--- src/rtl/cpu_types_pkg.sv ---
// Shared types for the cache/RAM side of the CPU: data words, RAM status
// encoding and the memory arbiter state encoding.
package cpu_types_pkg;

    typedef logic [31:0] word_t;

    typedef enum logic [1:0] {
        FREE   = 2'd0,
        BUSY   = 2'd1,
        ACCESS = 2'd2,
        ERROR  = 2'd3
    } ramstate_t;

    typedef enum logic [1:0] {
        IDLE = 2'd0,
        IGNT = 2'd1,
        DGNT = 2'd2
    } arb_state_t;

endpackage

--- src/rtl/mem_arbiter.sv ---
// Shares the single RAM port between instruction fetch and data requests.
// Data wins ties, but a starve counter forces an instruction grant eventually.
module mem_arbiter
    import cpu_types_pkg::*;
#(
    parameter int STARVE_MAX = 4,
    parameter int ADDR_W     = 32
) (
    input  logic              CLK,
    input  logic              nRST,
    input  logic              iREN,
    input  logic [ADDR_W-1:0] iaddr,
    output logic              iwait,
    output word_t             iload,
    input  logic              dREN,
    input  logic              dWEN,
    input  logic [ADDR_W-1:0] daddr,
    input  word_t             dstore,
    output logic              dwait,
    output word_t             dload,
    output logic              ramREN,
    output logic              ramWEN,
    output logic [ADDR_W-1:0] ramaddr,
    output word_t             ramstore,
    input  word_t             ramload,
    input  logic [1:0]        ramstate,
    output logic              memerr
);

    localparam int            CW         = $clog2(STARVE_MAX + 1);
    localparam logic [CW-1:0] STARVE_LIM = CW'(STARVE_MAX);

    arb_state_t    state;
    logic [CW-1:0] cnt;
    logic          dreq;
    logic          done;
    logic          starved;

    assign dreq    = dREN | dWEN;
    assign done    = (ramstate == ACCESS) || (ramstate == ERROR);
    assign starved = iREN && (cnt == STARVE_LIM);

    // Every completion or abort returns to IDLE, which gives the mandatory bubble.
    always_ff @(posedge CLK or negedge nRST) begin
        if (!nRST) begin
            state  <= IDLE;
            cnt    <= '0;
            memerr <= 1'b0;
        end else begin
            case (state)
                IDLE: begin
                    if (dreq && !starved) begin
                        state <= DGNT;
                        cnt   <= !iREN ? '0 : ((cnt == STARVE_LIM) ? cnt : cnt + 1'b1);
                    end else if (iREN) begin
                        state <= IGNT;
                        cnt   <= '0;
                    end
                end
                IGNT: begin
                    if (!iREN) begin
                        state <= IDLE;
                    end else if (done) begin
                        state <= IDLE;
                        if (ramstate == ERROR) memerr <= 1'b1;
                    end
                end
                DGNT: begin
                    if (!dreq) begin
                        state <= IDLE;
                    end else if (done) begin
                        state <= IDLE;
                        if (ramstate == ERROR) memerr <= 1'b1;
                    end
                end
                default: state <= IDLE;
            endcase
        end
    end

    // Gating on the live enables drops the RAM port in the same cycle as an abort.
    always_comb begin
        ramREN   = 1'b0;
        ramWEN   = 1'b0;
        ramaddr  = '0;
        ramstore = '0;
        iwait    = 1'b1;
        dwait    = 1'b1;
        case (state)
            IGNT: begin
                if (iREN) begin
                    ramREN  = 1'b1;
                    ramaddr = iaddr;
                    iwait   = !done;
                end
            end
            DGNT: begin
                if (dreq) begin
                    ramWEN   = dWEN;
                    ramREN   = dREN & ~dWEN;
                    ramaddr  = daddr;
                    ramstore = dstore;
                    dwait    = !done;
                end
            end
            default: ;
        endcase
    end

    assign iload = ramload;
    assign dload = ramload;

endmodule

--- config.mk ---
export PLATFORM = sky130hd
export DESIGN_NAME = mem_arbiter
export DESIGN_NICKNAME = d
export VERILOG_FILES = /design/src/rtl/cpu_types_pkg.sv /design/src/rtl/mem_arbiter.sv
export SDC_FILE = /design/constraint.sdc
export NUM_CORES = 1
export LEC_CHECK = 0
export ABC_AREA = 1
export ABC_CLOCK_PERIOD_IN_PS = 1900
export CAP_MARGIN = 15
export CORE_AREA = 4 4 103 105
export DETAILED_ROUTE_END_ITERATION = 8
export DIE_AREA = 0 0 107 109
export GPL_TIMING_DRIVEN = 0
export HOLD_SLACK_MARGIN = 0.15
export PLACE_DENSITY_LB_ADDON = 0.1
export REMOVE_ABC_BUFFERS = 1
export SYNTH_ARGS = -nofsm -noshare
export SYNTH_HDL_FRONTEND = slang
export SYNTH_SLANG_ARGS = --single-unit
--- constraint.sdc ---
create_clock -name CLK -period 1.9 [get_ports CLK]
set_input_delay 0.38 -clock CLK [delete_from_list [all_inputs] [get_ports CLK]]
set_output_delay 0.38 -clock CLK [all_outputs]
set_load 0.02 [all_outputs]
Word-level counts from Yosys, hierarchy flattened
Cells that the tools add are included.
- output and inout bits: 133
- word-level logic and storage cells: 55
- bits of input ports: 135
- register bits after elaboration: 6
- add/sub/neg operators: 1
- bitwise gates (word level): 3
- equality and inequality tests: 9
- muxes and demuxes: 29
- reduce and logical (&&, ||, !) cells: 10
- operators by type and width (kind ; number):
    $mux 32 ; 4
    $pmux 32 s2 ; 1
    $mux 1 ; 12
    $mux 3 ; 4
    $mux 2 ; 5
    $eq 2x2->1 const B ; 3
    $ne 3x3->1 const B ; 2
    $pmux 2 s3 ; 1
    $reduce_and 3->1 ; 2
    $ne 2x2->1 const B ; 2
    $pmux 1 s2 ; 2
    $reduce_bool 2->1 ; 2
    $add 3x1->3 const B ; 1
    $eq 3x3->1 const B ; 1
    $eq 2x1->1 const B ; 1
    $logic_and 1x1->1 ; 2
    $logic_not 1->1 ; 2
    $logic_not 2->1 ; 1
    $and 1x1->1 ; 1
    $logic_or 1x1->1 ; 1
    $not 1->1 ; 1
    $or 1x1->1 ; 1

Depth between registers and ports, before layout
Gate-level depths: netlist of the first run.
- word-level depth: 6
- mapped depth: 8
- depth with buffers taken out: 8

Worst setup path before layout of the first run
OpenSTA, ideal clock, no wires.
- kind: register to output
- from: register state[0]
- to: output ramaddr[0]
- required time: 1520 ps
- stages on the path, launching flop included: 8
- slack: 56 ps
- path buffers: 1
- data arrival time: 1464 ps
- path through: dfrtp_1 inv_1 ha_1 nand2_4 clkinv_2 buf_6 nand2_1 a21oi_1
- longest elaborated chain between the ends: 2
- ends and longest elaborated chain (what ; line ; text):
    start, declared ; mem_arbiter.sv:33 ; arb_state_t state;
    start signal, assigned ; mem_arbiter.sv:46 ; state <= IDLE;
    start signal, assigned ; mem_arbiter.sv:53 ; state <= DGNT;
    start signal, assigned ; mem_arbiter.sv:56 ; state <= IGNT;
    $eq 2x2->1 / $eq 2x1->1 (equally long branches) ; mem_arbiter.sv:89 ; case (state)
    $pmux 32 s2 * ; mem_arbiter.sv:89 ;
    end, declared ; mem_arbiter.sv:23 ; output logic [ADDR_W-1:0] ramaddr,
Mark *: on every way between the ends. The rest lies on a longest branch, timed or not.

Worst setup path in the final report of the first run
- from: register state[1]
- to: output ramaddr[13]
The elaborated chain is that of the path after synthesis.

==> metrics.log, run 1 <==
INFO  metric regToRegStartpoint = state[0]
INFO  metric grt_pass1_wl = 15,300 um
INFO  metric floorplan.die.width = 107 um
INFO  metric cts_htree_levels = 1
INFO  metric global_route.overflow_total = 0
INFO  metric crit_path_start_kind = flip-flop
INFO  metric final_period_minus_worst_setup_slack = 1.96 ns
INFO  metric power.share.clock = 0.046
INFO  metric antenna_violating_nets_post_route = 0
INFO  metric grt.total_usage = 0.180
INFO  metric synth_seq_area_share = 0.0878
INFO  metric post_drt_via_cell_ratio = 4.14
INFO  metric critical_path_start = state[1]
INFO  metric finish.instance_area = 3820 um^2
INFO  metric timing_worst_setup_path_type = flip-flop to primary output
INFO  metric final_cycle_utilization_of_the_critical_path = 1.03
INFO  metric initial_core_util = 0.177
INFO  metric dp_worst_setup_slack = -1.22 ns
INFO  metric status = finished, violations left
INFO  metric highest_clock_rate = 0.511 GHz
INFO  metric floorplan.core_area = 9640 um^2
INFO  metric power_frac_seq = 0.051
INFO  metric drt-initial-drc-count = 85
INFO  metric place.gp.congestion = 0.751
INFO  metric core.rowCount = 36
INFO  metric syn_avg_cell_area = 5.52 um^2
INFO  metric detail_route.first_pass.iterations = 4
INFO  metric vdd.ir_drop.worst = 0.713 mV
INFO  metric place.port_buffers = 171
INFO  metric reg2regPathDepth = 7
INFO  metric final_common_cell = sky130_fd_sc_hd__clkdlybuf4s50_1
INFO  metric drive_above_1_share = 0.457
INFO  metric switching_share = 0.541
INFO  metric timing.final.max_slew_violations = 0
INFO  metric hpwlAfterDp = 8250 um
INFO  metric critical_path_arrival = 1.58 ns
INFO  metric number_of_antenna_violations_at_the_first_check_in_global_routing = 0
INFO  metric worst_path_largest_cell_delay = 0.44 ns
INFO  metric wire_per_inst = 20.2 um
INFO  metric final-setup-viol-count = 34
INFO  metric layout.cells.most_common_list = sky130_fd_sc_hd__clkdlybuf4s50_1, sky130_fd_sc_hd__nand2_1, sky130_fd_sc_hd__inv_1, sky130_fd_sc_hd__buf_6, sky130_fd_sc_hd__nand2_2
INFO  metric synthesis.yosys.warnings = 0
INFO  metric total_power = 4.01 mW
INFO  metric totalNegativeSetupSlack = -1.18 ns
INFO  metric multi_input_comb_area = 1340 um^2
INFO  metric crit_required = 1.52 ns
INFO  metric syn_to_final_growth = 123%
INFO  metric timing.critical_path.to = ramaddr[13]
INFO  metric timing.max_slew.rel_slack = 0.804
INFO  metric placed_cell_area = 3030 um^2
INFO  metric cell_internal_pwr = 1.84 mW
INFO  metric clk-insertion-delay-late = 0.22 ns
INFO  metric switching_power = 2.17 mW
INFO  metric cts_tree = built
INFO  metric standby_leakage_power = 1.70 nW
INFO  metric drc = 0
INFO  metric grt_start_max_net_pins = 18
INFO  metric diodes = 0
INFO  metric cts_root_buf = sky130_fd_sc_hd__clkbuf_8
INFO  metric synth.distinct_cells = 19
INFO  metric synth-seq-cells = 6
INFO  metric cpMaxStageDelayCell = sky130_fd_sc_hd__dfrtp_2
INFO  metric power.share.combinational = 0.902
INFO  metric grt_setup_unrepaired = yes
INFO  metric violations = setup timing
INFO  metric cp_max_fo = 8
INFO  metric die-area = 11,700 um^2
INFO  metric post_synth_instance_area = 1710 um^2
INFO  metric design.portCount = 268
INFO  metric layout.filler_cells = 1,033
INFO  metric finalCoreUtilization = 0.397
INFO  metric first_global_vias = 2,331
INFO  metric max-cap-violations = 0
INFO  metric wl = 11,300 um
INFO  metric clk_pin_slew = 0.04 ns
INFO  metric worst_clock_skew = 0.00317 ns
INFO  metric tritoncts_num_sinks = 6
INFO  metric hold_path.class = input port to asynchronous set/reset pin
INFO  metric cts-hold-fix-buffers = 0
INFO  metric cells_along_the_critical_path = inv_4 -> ha_4 -> nand2_8 -> clkinv_8 -> nand2_2 -> a21oi_4 -> buf_6
INFO  metric final-seq-area = 151 um^2
INFO  metric crit-reg2reg-capture = state[1]
INFO  metric timing_worst_slew_pin_value = 0.294 ns
INFO  metric clock_tree.buffer_depth = 2
INFO  metric synthCells = 310
INFO  metric power_per_cell_area = 1050 nW/um^2
INFO  metric die_height = 109 um
INFO  metric critical_path.endpoint_type = primary output
INFO  metric setup_slack = -0.0578 ns
INFO  metric final_hold_viols = 0
INFO  metric tritoncts_buffers = 3
INFO  metric reg2reg_slack = 0.62 ns
INFO  metric routed-via-count = 2,317
INFO  metric finish.net_count = 570
[routing by layer]
metal,GRT usage,part of all wire,vias to the layer above
met4,0.0320,0.015,0
met1,0.217,0.40,1021
li1,-,-,1104
met5,0.0357,0,-
met2,0.263,0.44,180
met3,0.124,0.15,12
[logic make-up (layout without fill, tap and decap cells)]
logic type      count (synthesis)  in the layout  synth area share
compound gates                 36             36             0.108
xor+xnor                        1              1           0.00512
fa+ha+maj                       6              6            0.0439
buf+inv                       125            240             0.435
flops                           6              6            0.0878
simple gates                  136            138             0.320
[critical path, delay by kind of cell, from the launching register on]
family | cells | cell delay [ns]
adder cells (fa/ha/maj) | 1 | 0.17
buffers and inverters | 3 | 0.36
flip-flops | 1 | 0.44
AND/OR/NAND/NOR | 2 | 0.21
AO/OA/AOI/OAI | 1 | 0.16
[Yosys cell counts]
master | instances | share of area
sky130_fd_sc_hd__a21oi_1 | 33 | 0.097
sky130_fd_sc_hd__clkinv_2 | 1 | 0.0029
sky130_fd_sc_hd__ha_1 | 6 | 0.044
sky130_fd_sc_hd__inv_2 | 3 | 0.0066
sky130_fd_sc_hd__buf_6 | 3 | 0.020
sky130_fd_sc_hd__nand2_1 | 85 | 0.19
sky130_fd_sc_hd__nor2_1 | 35 | 0.077
sky130_fd_sc_hd__buf_2 | 6 | 0.018
sky130_fd_sc_hd__buf_4 | 65 | 0.29
sky130_fd_sc_hd__inv_1 | 44 | 0.097
sky130_fd_sc_hd__o21bai_1 | 1 | 0.0044
sky130_fd_sc_hd__nand2_4 | 2 | 0.013
sky130_fd_sc_hd__nand3_1 | 11 | 0.032
sky130_fd_sc_hd__dfrtp_1 | 6 | 0.088
sky130_fd_sc_hd__xor2_1 | 1 | 0.0051
sky130_fd_sc_hd__a21boi_0 | 1 | 0.0044
sky130_fd_sc_hd__o21ai_0 | 1 | 0.0029
sky130_fd_sc_hd__clkbuf_1 | 3 | 0.0066
sky130_fd_sc_hd__nand4_1 | 3 | 0.011
[final cells by class]
cell class                 count  share of cell area
clock buffer                   3              0.0108
inverter                      48              0.0599
multi-input combinational    181               0.350
sequential                     6              0.0396
tap                          133              0.0435
timing repair buffer         183               0.473
timing repair inverter         6              0.0232
[flip-flops by register name, summed over array words and instances, names as in the netlist]
| name | cells |
|---|---|
| memerr | 1 |
| cnt | 3 |
| state | 2 |
[worst min-delay path by stage]
stage / to / slack [ns]
global placement: memerr / 0.47
detailed placement: memerr / 0.46
floorplan: cnt[0] / 0.08
CTS: state[0] / 0.42
global route: state[0] / 0.42
finish: state[0] / 0.41
[repair_timing]
action,CTS,global route
endpoints found under the hold margin,0,0
gates resized for setup,434,85
setup endpoints to repair,68,59
pin swaps,23,18
cloned,8,0
buffers inserted,11,1
[power groups by stage]
stage	Combinational [mW]	Sequential (mW)	Clock, mW
finish	3.62	0.207	0.187
CTS	3.31	0.206	0.195
floorplan	1.16	0.196	0
global route	3.87	0.211	0.203
detailed placement	2.35	0.199	0
global placement	2.36	0.198	0
[per-stage QoR]
stage	std cells	hold slack, ns
2_1_floorplan	233	0.0844
3_3_place_gp	537	0.465
3_5_place_dp	537	0.463
4_1_cts	559	0.415
5_1_grt	560	0.417
6_report	560	0.413
Power figures use the tool's default switching activity.
==> run 2, diff against run 1 <==
--- a/config.mk
+++ b/config.mk
@@ -14,7 +14,7 @@
 export GPL_TIMING_DRIVEN = 0
 export HOLD_SLACK_MARGIN = 0.15
 export PLACE_DENSITY_LB_ADDON = 0.1
-export REMOVE_ABC_BUFFERS = 1
+export SKIP_LAST_GASP = 1
 export SYNTH_ARGS = -nofsm -noshare
 export SYNTH_HDL_FRONTEND = slang
 export SYNTH_SLANG_ARGS = --single-unit
==> run 2 against run 1 <==
  * The run still ends with setup timing left
  * Fmax is 1.5% higher
  * Via count is 15% higher
  * Sequential power is 2% lower
  * Global-route usage is 3.4 points lower
  * Sequential share of layout area is 0.60 points lower
  * Critical path type unchanged
  * Critical endpoint is now ramaddr[25]
  * Largest cell class unchanged
  * Largest power group unchanged
==> metrics.log, run 2 (same netlist as run 1, synthesis figures left out) <==
INFO  metric cts_tree = built
INFO  metric largest_register_ffs = 3
INFO  metric die_height = 109 um
INFO  metric violations = setup timing
INFO  metric timing.max_slew.rel_slack = 0.814
INFO  metric layout.filler_cells = 1,054
INFO  metric drc = 0
INFO  metric drt-initial-drc-count = 57
INFO  metric wire_per_inst = 13.9 um
INFO  metric grt_start_max_net_pins = 11
INFO  metric number_of_antenna_violations_at_the_first_check_in_global_routing = 0
INFO  metric hold_path.class = input port to asynchronous set/reset pin
INFO  metric timing_worst_slew_pin_value = 0.276 ns
INFO  metric place.gp.congestion = 0.780
INFO  metric max-cap-violations = 0
INFO  metric dp_worst_setup_slack = -0.766 ns
INFO  metric crit_required = 1.52 ns
INFO  metric power_per_cell_area = 812 nW/um^2
INFO  metric final_period_minus_worst_setup_slack = 1.93 ns
INFO  metric first_global_vias = 2,647
INFO  metric global_route.overflow_total = 0
INFO  metric clk_pin_slew = 0.04 ns
INFO  metric post_drt_via_cell_ratio = 3.87
INFO  metric critical_path.endpoint_type = primary output
INFO  metric highest_clock_rate = 0.518 GHz
INFO  metric crit_path_start_kind = flip-flop
INFO  metric core.rowCount = 36
INFO  metric vdd.ir_drop.worst = 0.412 mV
INFO  metric synth_nets = 451
INFO  metric place.port_buffers = 234
INFO  metric final_hold_viols = 0
INFO  metric final-setup-viol-count = 27
INFO  metric grt_setup_unrepaired = yes
INFO  metric layout.cells.most_common_list = sky130_fd_sc_hd__clkdlybuf4s50_1, sky130_fd_sc_hd__buf_4, sky130_fd_sc_hd__nand2_1, sky130_fd_sc_hd__inv_1, sky130_fd_sc_hd__nor2_1
INFO  metric finish.net_count = 700
INFO  metric antenna_violating_nets_post_route = 0
INFO  metric tritoncts_buffers = 3
INFO  metric cts_root_buf = sky130_fd_sc_hd__clkbuf_8
INFO  metric grt.total_usage = 0.146
INFO  metric grt_pass1_wl = 13,500 um
INFO  metric largest-register = cnt
INFO  metric design.portCount = 268
INFO  metric syn_to_final_growth = 164%
INFO  metric cts_htree_levels = 1
INFO  metric routed-via-count = 2,667
INFO  metric die-area = 11,700 um^2
INFO  metric clock_tree.buffer_depth = 2
INFO  metric timing_worst_setup_path_type = flip-flop to primary output
INFO  metric setup_slack = -0.0297 ns
INFO  metric diodes = 0
INFO  metric critical_path_arrival = 1.55 ns
INFO  metric leading_registers_by_flop_count = cnt (3), state (2), memerr (1)
INFO  metric floorplan.core_area = 9640 um^2
INFO  metric hpwlAfterDp = 8160 um
INFO  metric finalCoreUtilization = 0.468
INFO  metric standby_leakage_power = 2.18 nW
INFO  metric worst_clock_skew = 0.00304 ns
INFO  metric initial_core_util = 0.177
INFO  metric floorplan.die.width = 107 um
INFO  metric final_cycle_utilization_of_the_critical_path = 1.02
INFO  metric timing.final.max_slew_violations = 0
INFO  metric total_power = 3.66 mW
INFO  metric detail_route.first_pass.iterations = 4
INFO  metric final_common_cell = sky130_fd_sc_hd__clkdlybuf4s50_1
INFO  metric cts-hold-fix-buffers = 0
INFO  metric cp_max_fo = 10
INFO  metric tritoncts_num_sinks = 6
INFO  metric status = finished, violations left
INFO  metric clk-insertion-delay-late = 0.23 ns
INFO  metric drive_above_1_share = 0.364
INFO  metric wl = 9590 um
## run 2: cell count changes in the layout (fill, tap and decap cells not counted), moves of 5 or more
cell and change:
sky130_fd_sc_hd__clkdlybuf4s50_1 +64, sky130_fd_sc_hd__buf_8 +5, sky130_fd_sc_hd__nor2_4 -10, sky130_fd_sc_hd__buf_6 -24, sky130_fd_sc_hd__nor2_1 +17, sky130_fd_sc_hd__a21oi_1 +13
sky130_fd_sc_hd__nor2_2 -7, sky130_fd_sc_hd__a21oi_2 -11, sky130_fd_sc_hd__nand2_2 -23, sky130_fd_sc_hd__buf_4 +98, sky130_fd_sc_hd__buf_12 -5, sky130_fd_sc_hd__nand2_1 +29
## run 2: what timing repair did
action                                  4_1_cts  5_1_grt
endpoints found under the setup margin       68       63
buffers inserted                              6        1
endpoints found under the hold margin         0        0
gates cloned                                  2        1
pin swaps                                    11        8
resized for setup                           370       65
## run 2: layout make-up
cell class	count	area (um^2)	share of cell area
Buffer	77	622	0.138
Clock buffer	3	41.3	0.00916
Inverter	48	210	0.0466
Multi-Input combinational cell	179	1030	0.228
Sequential cell	6	151	0.0336
Tap cell	133	166	0.0369
Timing Repair Buffer	244	2290	0.508
## run 2: final timing paths
check | cells past startpoint | endpoint | from | slack [ns]
worst max register to register | 6 | cnt[1] | state[0] | 0.55
max in group asynchronous | 1 | state[0] | nRST | 1.28
worst max-delay path | 8 | ramaddr[25] | state[0] | -0.03
worst min-delay path | 1 | state[1] | nRST | 0.39
min in group CLK | 3 | cnt[0] | iREN | 0.49
worst min register to register | 1 | memerr | memerr | 0.49
## run 2: worst max-delay path, cell delays in order (launching register included)
cell and delay, ns:
sky130_fd_sc_hd__dfrtp_2 0.44, sky130_fd_sc_hd__inv_4 0.10, sky130_fd_sc_hd__ha_4 0.16, sky130_fd_sc_hd__nand2_8 0.07
sky130_fd_sc_hd__clkinv_8 0.08, sky130_fd_sc_hd__buf_8 0.12, sky130_fd_sc_hd__nand2_1 0.05, sky130_fd_sc_hd__a21oi_1 0.13
sky130_fd_sc_hd__buf_4 0.16
## run 2: metal layers
layer  track usage  vias to the layer above  share of wire
li1              -                     1359              -
met1         0.156                     1166           0.35
met2         0.286                      134           0.55
met3        0.0391                        8          0.093
met4        0.0311                        0          0.011
met5             0                        -              0
## run 2: through the flow
stage	setup TNS [ns]	instance area [um^2]	std cells	hold slack (ns)
floorplan	0	1710	310	0.0844
global placement	-41.37	4220	677	0.467
detailed placement	-41.88	4220	677	0.475
CTS	-0.986	4300	688	0.396
global route	-2.94	4510	690	0.412
finish	-0.428	4510	690	0.390
## run 2: power by group
part	switching, mW	internal [mW]
clock network	0.0573	0.136
registers	0.0362	0.167
logic	1.80	1.47
total	1.89	1.77
